[config.mk]
export PLATFORM = sky130hd
export DESIGN_NAME = cnn_acc_quant
export DESIGN_NICKNAME = d
export VERILOG_FILES = /design/src/rtl/cnn_acc_quant.sv
export SDC_FILE = /design/constraint.sdc
export NUM_CORES = 1
export LEC_CHECK = 0
export BUFFER_PORTS_ARGS = -buffer_cell sky130_fd_sc_hd__buf_4
export CAP_MARGIN = 20
export CORE_ASPECT_RATIO = 0.75
export CORE_MARGIN = 2
export CORE_UTILIZATION = 53
export CTS_CLUSTER_DIAMETER = 100
export DETAILED_ROUTE_END_ITERATION = 10
export PLACE_DENSITY_LB_ADDON = 0.08
export REMOVE_ABC_BUFFERS = 1
export SLEW_MARGIN = 0
export SYNTH_ARGS = -nofsm -noshare
export SYNTH_HDL_FRONTEND = slang
export SYNTH_SLANG_ARGS = --single-unit
[constraint.sdc]
create_clock -name ap_clk -period 3.4 [get_ports ap_clk]
set_clock_uncertainty 0.2 [all_clocks]
set_input_delay 0.34 -clock ap_clk [delete_from_list [all_inputs] [get_ports ap_clk]]
set_output_delay 0.34 -clock ap_clk [all_outputs]
set_load 0.005 [all_outputs]
[src/rtl/cnn_acc_quant.sv]
// cnn_acc_quant: accumulates the signed products of one kernel window onto a
// per-window bias, then rounds, shifts and saturates the sum to a signed
// activation held on a valid/ready output.
// Optional feature macro: CNN_ACC_RELU_EN (negative sums clamp to zero before
// rounding; only positive clipping is then reported on acc_sat).
module cnn_acc_quant #(
   parameter int unsigned PROD_W   = 21,
   parameter int unsigned ACC_W    = 32,
   parameter int unsigned OUT_W    = 8,
   parameter int unsigned SHIFT    = 13,
   parameter int unsigned MAX_TAPS = 1024,
   parameter int unsigned CNT_W    = 11
) (
   input  logic              ap_clk,
   input  logic              ap_rst,
   input  logic [PROD_W-1:0] prod_dat,
   input  logic              prod_vld,
   input  logic              prod_last,
   output logic              prod_rdy,
   input  logic [PROD_W-1:0] bias,
   output logic [OUT_W-1:0]  acc_dat,
   output logic              acc_vld,
   input  logic              acc_rdy,
   output logic              acc_sat,
   output logic              acc_ovf,
   output logic [CNT_W-1:0]  tap_cnt
);

   localparam int unsigned Q_W = ACC_W + 1;
   localparam logic signed [Q_W-1:0] Q_HALF = Q_W'(64'd1 << (SHIFT - 1));
   localparam logic signed [Q_W-1:0] Q_MAX  = Q_W'((1 << (OUT_W - 1)) - 1);
   localparam logic signed [Q_W-1:0] Q_MIN  = Q_W'(-(1 << (OUT_W - 1)));

   typedef enum logic [1:0] {
      S_IDLE = 2'd0,
      S_ACC  = 2'd1,
      S_FIN  = 2'd2,
      S_OUT  = 2'd3
   } state_t;

   state_t            state;
   state_t            state_nx;
   logic [ACC_W-1:0]  acc;
   logic [ACC_W-1:0]  acc_nx;
   logic [CNT_W-1:0]  cnt_nx;
   logic [OUT_W-1:0]  dat_nx;
   logic              sat_nx;
   logic              ovf_nx;

   logic              in_win_c;
   logic              beat_c;
   logic [CNT_W-1:0]  cnt_inc_c;
   logic              close_c;
   logic [ACC_W-1:0]  prod_ext_c;
   logic [ACC_W-1:0]  bias_ext_c;
   logic [ACC_W-1:0]  acc_sum_c;

   logic signed [Q_W-1:0] q_in_c;
   logic signed [Q_W-1:0] q_rnd_c;
   logic signed [Q_W-1:0] q_shr_c;
   logic [OUT_W-1:0]      q_dat_c;
   logic                  q_sat_c;

   // Beat qualification, tap counting and window-close detection
   always_comb begin
      in_win_c   = (state == S_IDLE) || (state == S_ACC);
      beat_c     = prod_vld & in_win_c;
      cnt_inc_c  = (state == S_IDLE) ? CNT_W'(1) : tap_cnt + CNT_W'(1);
      close_c    = beat_c & (prod_last | (cnt_inc_c == CNT_W'(MAX_TAPS)));
      prod_ext_c = {{(ACC_W - PROD_W){prod_dat[PROD_W-1]}}, prod_dat};
      bias_ext_c = {{(ACC_W - PROD_W){bias[PROD_W-1]}}, bias};
      acc_sum_c  = ((state == S_IDLE) ? bias_ext_c : acc) + prod_ext_c;
   end

   // Round-half-up, arithmetic shift and saturation of the window sum
   always_comb begin
`ifdef CNN_ACC_RELU_EN
      q_in_c = acc[ACC_W-1] ? '0 : {acc[ACC_W-1], acc};
`else
      q_in_c = {acc[ACC_W-1], acc};
`endif
      q_rnd_c = q_in_c + Q_HALF;
      q_shr_c = q_rnd_c >>> SHIFT;
      q_dat_c = q_shr_c[OUT_W-1:0];
      q_sat_c = 1'b0;
      if (q_shr_c > Q_MAX) begin
         q_dat_c = Q_MAX[OUT_W-1:0];
         q_sat_c = 1'b1;
      end else if (q_shr_c < Q_MIN) begin
         q_dat_c = Q_MIN[OUT_W-1:0];
         q_sat_c = 1'b1;
      end
   end

   // Next-state and next-register values; every register holds by default
   always_comb begin
      state_nx = state;
      acc_nx   = acc;
      cnt_nx   = tap_cnt;
      dat_nx   = acc_dat;
      sat_nx   = acc_sat;
      ovf_nx   = acc_ovf;
      case (state)
         S_IDLE, S_ACC: begin
            if (beat_c) begin
               acc_nx = acc_sum_c;
               cnt_nx = cnt_inc_c;
               if (close_c) begin
                  state_nx = S_FIN;
                  ovf_nx   = ~prod_last;
               end else begin
                  state_nx = S_ACC;
               end
            end
         end
         S_FIN: begin
            dat_nx   = q_dat_c;
            sat_nx   = q_sat_c;
            state_nx = S_OUT;
         end
         S_OUT: begin
            if (acc_rdy) begin
               state_nx = S_IDLE;
               cnt_nx   = '0;
            end
         end
         default: state_nx = S_IDLE;
      endcase
   end

   // State and registered outputs; handshake flags are decoded from next state
   always_ff @(posedge ap_clk) begin
      if (ap_rst) begin
         state    <= S_IDLE;
         acc      <= '0;
         tap_cnt  <= '0;
         acc_dat  <= '0;
         acc_sat  <= 1'b0;
         acc_ovf  <= 1'b0;
         acc_vld  <= 1'b0;
         prod_rdy <= 1'b1;
      end else begin
         state    <= state_nx;
         acc      <= acc_nx;
         tap_cnt  <= cnt_nx;
         acc_dat  <= dat_nx;
         acc_sat  <= sat_nx;
         acc_ovf  <= ovf_nx;
         acc_vld  <= (state_nx == S_OUT);
         prod_rdy <= (state_nx == S_IDLE) || (state_nx == S_ACC);
      end
   end

endmodule
==> run summary, run 1 <==
For this design the top-level I/O count stands at 70. The via count of the first global-routing pass is 4761. The count of distinct cell types in the synthesized netlist came out at 68. The clock tree from TritonCTS is yes. The gate count of the mapped netlist is 653. Setup repair after global routing could not meet its margin everywhere.

The weighted congestion at the end of routability-driven global placement came out at 0.900. The biggest area consumer among synthesized cells is sky130_fd_sc_hd__dfxtp_1. The clock tree synthesis step divided the H-tree into 3 levels.

The worst setup path is launched from a flop. The biggest fanout along the worst timing path is 6. The largest net degree at the start of global routing came out at 42. At the pin with the least slew margin, the transition time is 0.528 ns. For this run, the leading register cell type out of synthesis is sky130_fd_sc_hd__dfxtp_1. STA classifies the critical path endpoint as a flop. The critical path launch point is state[1]. The multi-input combinational cells in the finished layout cover a total of 0.00342 mm2. The area share of the largest cell type after synthesis is 0.241. The most common cell in the synthesized netlist is sky130_fd_sc_hd__nand2_1. The final antenna-violating net count came out at 0. The maximum root-to-sink buffer count is 2.

The post-synthesis average cell area is 7.27 um2. The number of placed instances, taps included, is 825. The number of DRC markers in iteration 0 is 382.

The number of diodes added for antenna fixing came out at 0. The number of warning messages in the yosys log came out at 0. The via count of the routed design came out at 5140. Sorting the synthesized cells by how often they occur yields 127 x sky130_fd_sc_hd__nand2_1, 57 x sky130_fd_sc_hd__dfxtp_1, 48 x sky130_fd_sc_hd__nor2_1. CTS saw 57 sinks. The initial antenna violation count is 0.

The total power consumption of the routed design came out at 2840 uW. Leaving out filler cells and counting taps, the final layout contains 846. The highest clock rate came out at 0.304 GHz. The worst reg-to-reg setup slack came out at 0.11 ns. The flow ran to the end, but the final reports show violations. Timing analysis after detailed placement gives a worst setup slack of 0.0377 ns. For this run, design rule violations remaining after detail routing come to 7. The fraction of final layout cells sized beyond drive strength 1 came out at 0.191. The power per standard cell area is 487 mW/mm2. The data arrival time of the worst path is 3.30 ns. The path type of the worst setup path is reg -> reg.

Summed over all cells, the static leakage comes to 0.00263 uW. The worst hold path terminates at state[0]. The capture point of the worst reg-to-reg path is acc[26].

The number of detailed-routing iterations run before antenna repair is 8. The number of fillers in the final layout is 744. The number of buffers inserted during clock tree synthesis came out at 9. The number of hold violations in the final report is 0.

The total of max-cap violations came out at 0. The storage element area is 0.00114 mm2. The HPWL after detailed placement is 9710 um. The checks that failed: DRC. The horizontal die dimension came out at 113 um. The number of enable-type register cells in the synthesized netlist came out at 0.

Along the worst hold path, the cell count comes to 3. The shortest period the worst path allows is 3.29 ns. The total overflow left after global routing is 0. The die is 85.9 um tall. The worst register-to-register path begins at state[1]. After synthesis the cells add up to 0.00474 mm2. The final standard cell utilization of the core came out at 0.682.

The type of the most critical hold path is in -> reg. The final layout contains routed wiring with a total length of 13900 um. Dividing the final minimum period by the clock period gives 0.967. The launch instance of the worst min-delay path is prod_vld.

The final layout contains 814 nets. The async set-reset flop share out of synthesis is 0. The worst path setup slack after routing is 0.114 ns.

The number of pins exceeding their max-slew limit in the final report was 0. The die covers 0.00973 mm2. Summing all non-filler instances in the final layout gives an area of 0.00584 mm2.

IR analysis of the VDD net gives a maximum drop of 338 uV. The via count normalized by instance count came out at 6.08. The relative area change from synthesis to final layout came out at 23.0%.

The initial core utilization came out at 0.554. CTS placed an instance of sky130_fd_sc_hd__clkbuf_16 at the clock tree root. Synthesis inferred 57 register bits. The final-report setup violation count came out at 0. The average routed wire per standard cell came out at 16.4 um. The proportion of synthesized chip area in sequential cells is 0.241.

The wire length of the first global-routing pass came out at 22500 um. The insertion delay of the later-clocked pin in the worst-skew pair is 0.34 ns. The standard-cell row count came out at 29. The clock transition at the registers of the reported paths is 0.06 ns. The number of cells on the worst reg-to-reg path is 16. The area inside the core boundary is 0.00856 mm2. The worst slew slack as a fraction of its limit is 0.644. The global-route usage over all layers came out at 0.285. The required time of the worst setup path is 3.41 ns.

Input and output buffers added on the ports amount to 69. The instance area after placement came out at 0.00541 mm2. Yosys attributes the largest share of cell area to sky130_fd_sc_hd__dfxtp_1 24%, sky130_fd_sc_hd__nand2_1 10%, sky130_fd_sc_hd__ha_1 8.7%.
[cells in the final DEF, fill, tap and decap left out, drive strengths merged, types with 13 or more instances in the layout]
| master | n |
|---|---|
| a21o | 23 |
| nor3 | 25 |
| dfxtp | 57 |
| o21ai | 45 |
| inv | 16 |
| nor2 | 49 |
| xnor2 | 19 |
| nand4 | 14 |
| nand2 | 127 |
| and3 | 13 |
| a31oi | 20 |
| ha | 33 |
| a21oi | 45 |
| a211oi | 13 |
| nand3 | 22 |
| buf | 97 |
[worst max-delay path: stages, from the launching register on]
cell	delay (ns)
sky130_fd_sc_hd__dfxtp_1	0.35
sky130_fd_sc_hd__or2_4	0.18
sky130_fd_sc_hd__nand2_1	0.07
sky130_fd_sc_hd__nand2_1	0.08
sky130_fd_sc_hd__ha_1	0.18
sky130_fd_sc_hd__inv_1	0.06
sky130_fd_sc_hd__fa_1	0.38
sky130_fd_sc_hd__nand2b_1	0.20
sky130_fd_sc_hd__a21oi_2	0.22
sky130_fd_sc_hd__o31ai_2	0.10
sky130_fd_sc_hd__a211oi_2	0.30
sky130_fd_sc_hd__buf_4	0.17
sky130_fd_sc_hd__o31ai_1	0.07
sky130_fd_sc_hd__buf_4	0.16
sky130_fd_sc_hd__o21ai_0	0.19
sky130_fd_sc_hd__xnor2_1	0.15
sky130_fd_sc_hd__o21ai_0	0.08
[power breakdown]
group	leakage (uW)	switching, uW	internal [uW]
Clock	0.000162	337	678
Combinational	0.00200	547	441
Sequential	0.000467	99.3	739
Total	0.00263	983	1860
[metrics by stage]
| stage | setup TNS [ns] | hold slack (ns) |
|---|---|---|
| after CTS | 0 | 0.157 |
| after global placement | 0 | 0.240 |
| after detailed placement | 0 | 0.245 |
| final | 0 | 0.167 |
| after global routing | -0.0563 | 0.210 |
| after floorplan | -0.239 | 0.209 |
[state kept, by name (all words and copies together) (netlist names)]
register  count
acc_ovf       1
state         2
tap_cnt      11
acc_sat       1
acc_vld       1
acc          32
acc_dat       8
prod_rdy      1
[metal layers]
layer,up-vias,share of wire,track usage,routed length [um]
met5,-,0,0,0
met4,0,0.017,0.0909,233
met3,22,0.073,0.0580,1010
met2,217,0.45,0.462,6310
met1,2383,0.46,0.384,6340
li1,2518,-,-,-
[final cells by class]
type	count	area share
clock inverter	5	0.0133
clock buffer	11	0.0433
sequential	57	0.195
tap	108	0.0232
multi-input combinational	549	0.586
timing repair buffer	99	0.127
inverter	17	0.0109
[worst max path at each step]
stage	endpoint	slack [ns]	cells after the start
after floorplan	acc[28]	-0.15	14
final	acc[26]	0.11	16
after global placement	acc[30]	0.13	12
after detailed placement	acc[26]	0.04	16
after CTS	acc[26]	0.008	16
after global routing	acc[24]	-0.03	16
[timing repair]
item	4_1_cts	5_1_grt
buffers inserted	0	4
setup endpoints to repair	0	16
hold buffers	1	0
endpoints found under the hold margin	1	0
gates resized for setup	0	17
[kinds of logic after synthesis]
family,count (synthesis),synth area share
AND/OR/NAND/NOR,292,0.301
AO/OA/AOI/OAI,191,0.256
flip-flops,57,0.241
buffers and inverters,47,0.0512
adder cells (fa/ha/maj),34,0.0912
XOR/XNOR,28,0.0517
multiplexers,4,0.00844
(Power assumes the default switching activity.)
==> run 2: changes to the inputs <==
--- a/config.mk
+++ b/config.mk
@@ -9,7 +9,7 @@
 export CAP_MARGIN = 20
 export CORE_ASPECT_RATIO = 0.75
 export CORE_MARGIN = 2
-export CORE_UTILIZATION = 53
+export CORE_UTILIZATION = 63
 export CTS_CLUSTER_DIAMETER = 100
 export DETAILED_ROUTE_END_ITERATION = 10
 export PLACE_DENSITY_LB_ADDON = 0.08
==> constraint.sdc (replaced) <==
create_clock -name ap_clk -period 3.9 [get_ports ap_clk]
set_clock_uncertainty 0.2 [all_clocks]
set_input_delay 0.39 -clock ap_clk [delete_from_list [all_inputs] [get_ports ap_clk]]
set_output_delay 0.39 -clock ap_clk [all_outputs]
set_load 0.005 [all_outputs]
==> run 2 against run 1 <==
  * The flow now finishes without violations
  * Power shrank 27%
  * Largest cell class unchanged
  * Clock power shrank 44%
  * Sequential power shrank 14%
==> run summary, run 2 (same netlist as run 1, synthesis figures left out) <==
The run finished with clean final reports. The pre-antenna-repair detailed-routing pass consisted of 5 iterations. The number of placed I/O pins is 70.

The via count normalized by instance count came out at 6.15. The total power consumption of the routed design is 2090 uW. The number of clock sinks came out at 57. The number of hold violations in the final report was 0. The reported leakage power came out at 0.00245 uW. The worst reg-to-reg setup slack came out at 0.27 ns. Summing all placed instances gives a cell area of 0.00527 mm2. The required time of the worst setup path is 3.92 ns. The highest clock rate came out at 0.275 GHz.

The worst path setup slack after routing is 0.268 ns. The wire length of the first global-routing pass is 21800 um. The clock transition at the registers of the reported paths is 0.07 ns. The slew of the pin with the lowest slew margin came out at 0.616 ns.

The fraction of final layout cells sized beyond drive strength 1 is 0.154. Leaving out fill and tap cells, the most frequent cell in the layout is sky130_fd_sc_hd__nand2_1. The post-route cell area is 0.00547 mm2. Among all stages on the critical path, the largest delay is contributed by sky130_fd_sc_hd__dfxtp_1. The global-route usage over all layers is 0.324.

The initial core utilization came out at 0.647. The routed design has 12900 um of wire. The final-layout setup total negative slack came out at 0 ns. CTS placed an instance of sky130_fd_sc_hd__clkbuf_8 at the clock tree root. The worst slew slack as a fraction of its limit is 0.586.

Detailed placement finished with a half-perimeter wire length of 9470 um. In the finished design, the share of the clock period the worst path needs comes to 0.931. The number of DRC markers in iteration 0 came out at 336. 0 antenna diodes ended up in the layout. The number of pins exceeding their max-slew limit in the final report is 0. The height of the die is 79.2 um.

The biggest fanout along the worst timing path came out at 20. In the layout the commonest cells are 127 x sky130_fd_sc_hd__nand2_1, 77 x sky130_fd_sc_hd__buf_4, 57 x sky130_fd_sc_hd__dfxtp_1. The weighted congestion at the end of routability-driven global placement is 0.921. The initial antenna violation count is 0. STA classifies the critical path startpoint as a flop.

For this run, the slowest stage of the critical path takes 0.44 ns. The shortest period the worst path allows is 3.63 ns. The via count of the first global-routing pass came out at 4576. The H-tree generated during clock tree synthesis spans 3 levels. The relative area change from synthesis to final layout came out at 15.4%. The pre-CTS setup slack came out at 0.293 ns.

The standard-cell row count is 27. STA classifies the critical path endpoint as a flop. The number of buffers inserted during clock tree synthesis is 9.

The largest voltage drop on the vdd net came out at 295 uV. Traced cell by cell, the critical path runs through or2_2 > nand2_1 > nand2_1 > ha_1 > inv_1 > fa_1 > nand2b_1 > a21oi_1 > o31ai_2 > a211oi_2 > o31ai_1 > buf_4 > o21ai_0 > xnor2_1 > o21ai_0. The DRC violations left came out at 0. The final layout contains 792 nets.

The register with the most flip-flops is acc. The final route contains 5026 vias. The setup path with the least slack is of type reg -> reg. STA puts the critical path data arrival time at 3.65 ns. The area inside the core boundary is 0.00733 mm2.

Once detail routing completed, the nets flagged for antenna violations numbered 0. The total of hold buffers inserted after clock tree synthesis is 0. The floorplan step defined a die boundary enclosing 0.00825 mm2.

For this run the aggregate overflow at the end of global routing stands at 0. The largest net degree at the start of global routing is 42. The number of I/O port buffers came out at 69. The power per standard cell area came out at 381 mW/mm2. The total of max-cap violations came out at 0. Setup repair after global routing left no endpoint under its margin.

The final-report setup violation count is 0. The horizontal die dimension is 104 um. TritonCTS built the clock tree. The maximum root-to-sink buffer count is 2. The tightest min-delay check is of the in -> reg type. In the final routed layout, each cell accounts on average for 15.8 um. The number of flip-flops under the largest register name came out at 32. At the later pin of the worst-skew pair, clock insertion delay measures 0.35 ns.

The largest registers in the layout are acc: 32 flops, tap_cnt: 11 flops, acc_dat: 8 flops.
## run 2: cell types whose count changed in the layout (fill, tap and decap cells not counted), moves of 3 or more
cell                        delta
sky130_fd_sc_hd__buf_4        -20
sky130_fd_sc_hd__clkbuf_8      +8
sky130_fd_sc_hd__nor3_2        -3
sky130_fd_sc_hd__clkbuf_16     -9
sky130_fd_sc_hd__nor3_1        +3
## run 2: layout make-up
cell class	count	area, um2
Multi-Input combinational cell	549	3370
Fill cell	613	1860
Sequential cell	57	1140
Timing Repair Buffer	77	578
Clock buffer	11	141
Tap cell	101	126
Inverter	17	63.8
Clock inverter	5	55.1
## run 2: critical path, delay by kind of cell, from the launching register on
kind	cells	cell delay, ns
AND/OR/NAND/NOR	4	0.80
adder cells (fa/ha/maj)	2	0.55
flip-flops	1	0.44
XOR/XNOR	1	0.15
buffers and inverters	2	0.23
AO/OA/AOI/OAI	6	1.13
## run 2: final timing paths
path	cells past startpoint	end	start
setup reg to reg	15	acc[26]	state[1]
hold / removal	2	acc_ovf	prod_last
hold reg to reg	2	acc[11]	acc[11]
setup / recovery	15	acc[26]	state[1]
## run 2: per-layer routing
metal  track usage  vias to the layer above  routed length, um  share of wire
met5             0                        -                  0              0
met4         0.114                        0                253          0.020
met3        0.0591                       29                922          0.071
met2         0.512                      200               5700           0.44
met1         0.445                     2326               6060           0.47
li1              -                     2471                  -              -
## run 2: timing repair
action	4_1_cts	5_1_grt
gates resized for setup	0	1
setup endpoints to repair	0	2
endpoints found under the hold margin	0	0
setup buffers	0	0
## run 2: per-stage QoR
step,hold WS (ns),utilization,std cells
finish,0.0352,0.747,817
global route,0.0278,0.747,817
global placement,0.240,0.718,800
detailed placement,0.252,0.718,800
floorplan,0.226,-,623
CTS,0.0322,0.745,816
## run 2: power by group
group          switching (uW)  internal (uW)
clock network             264            310
registers                79.9            643
logic                     451            339
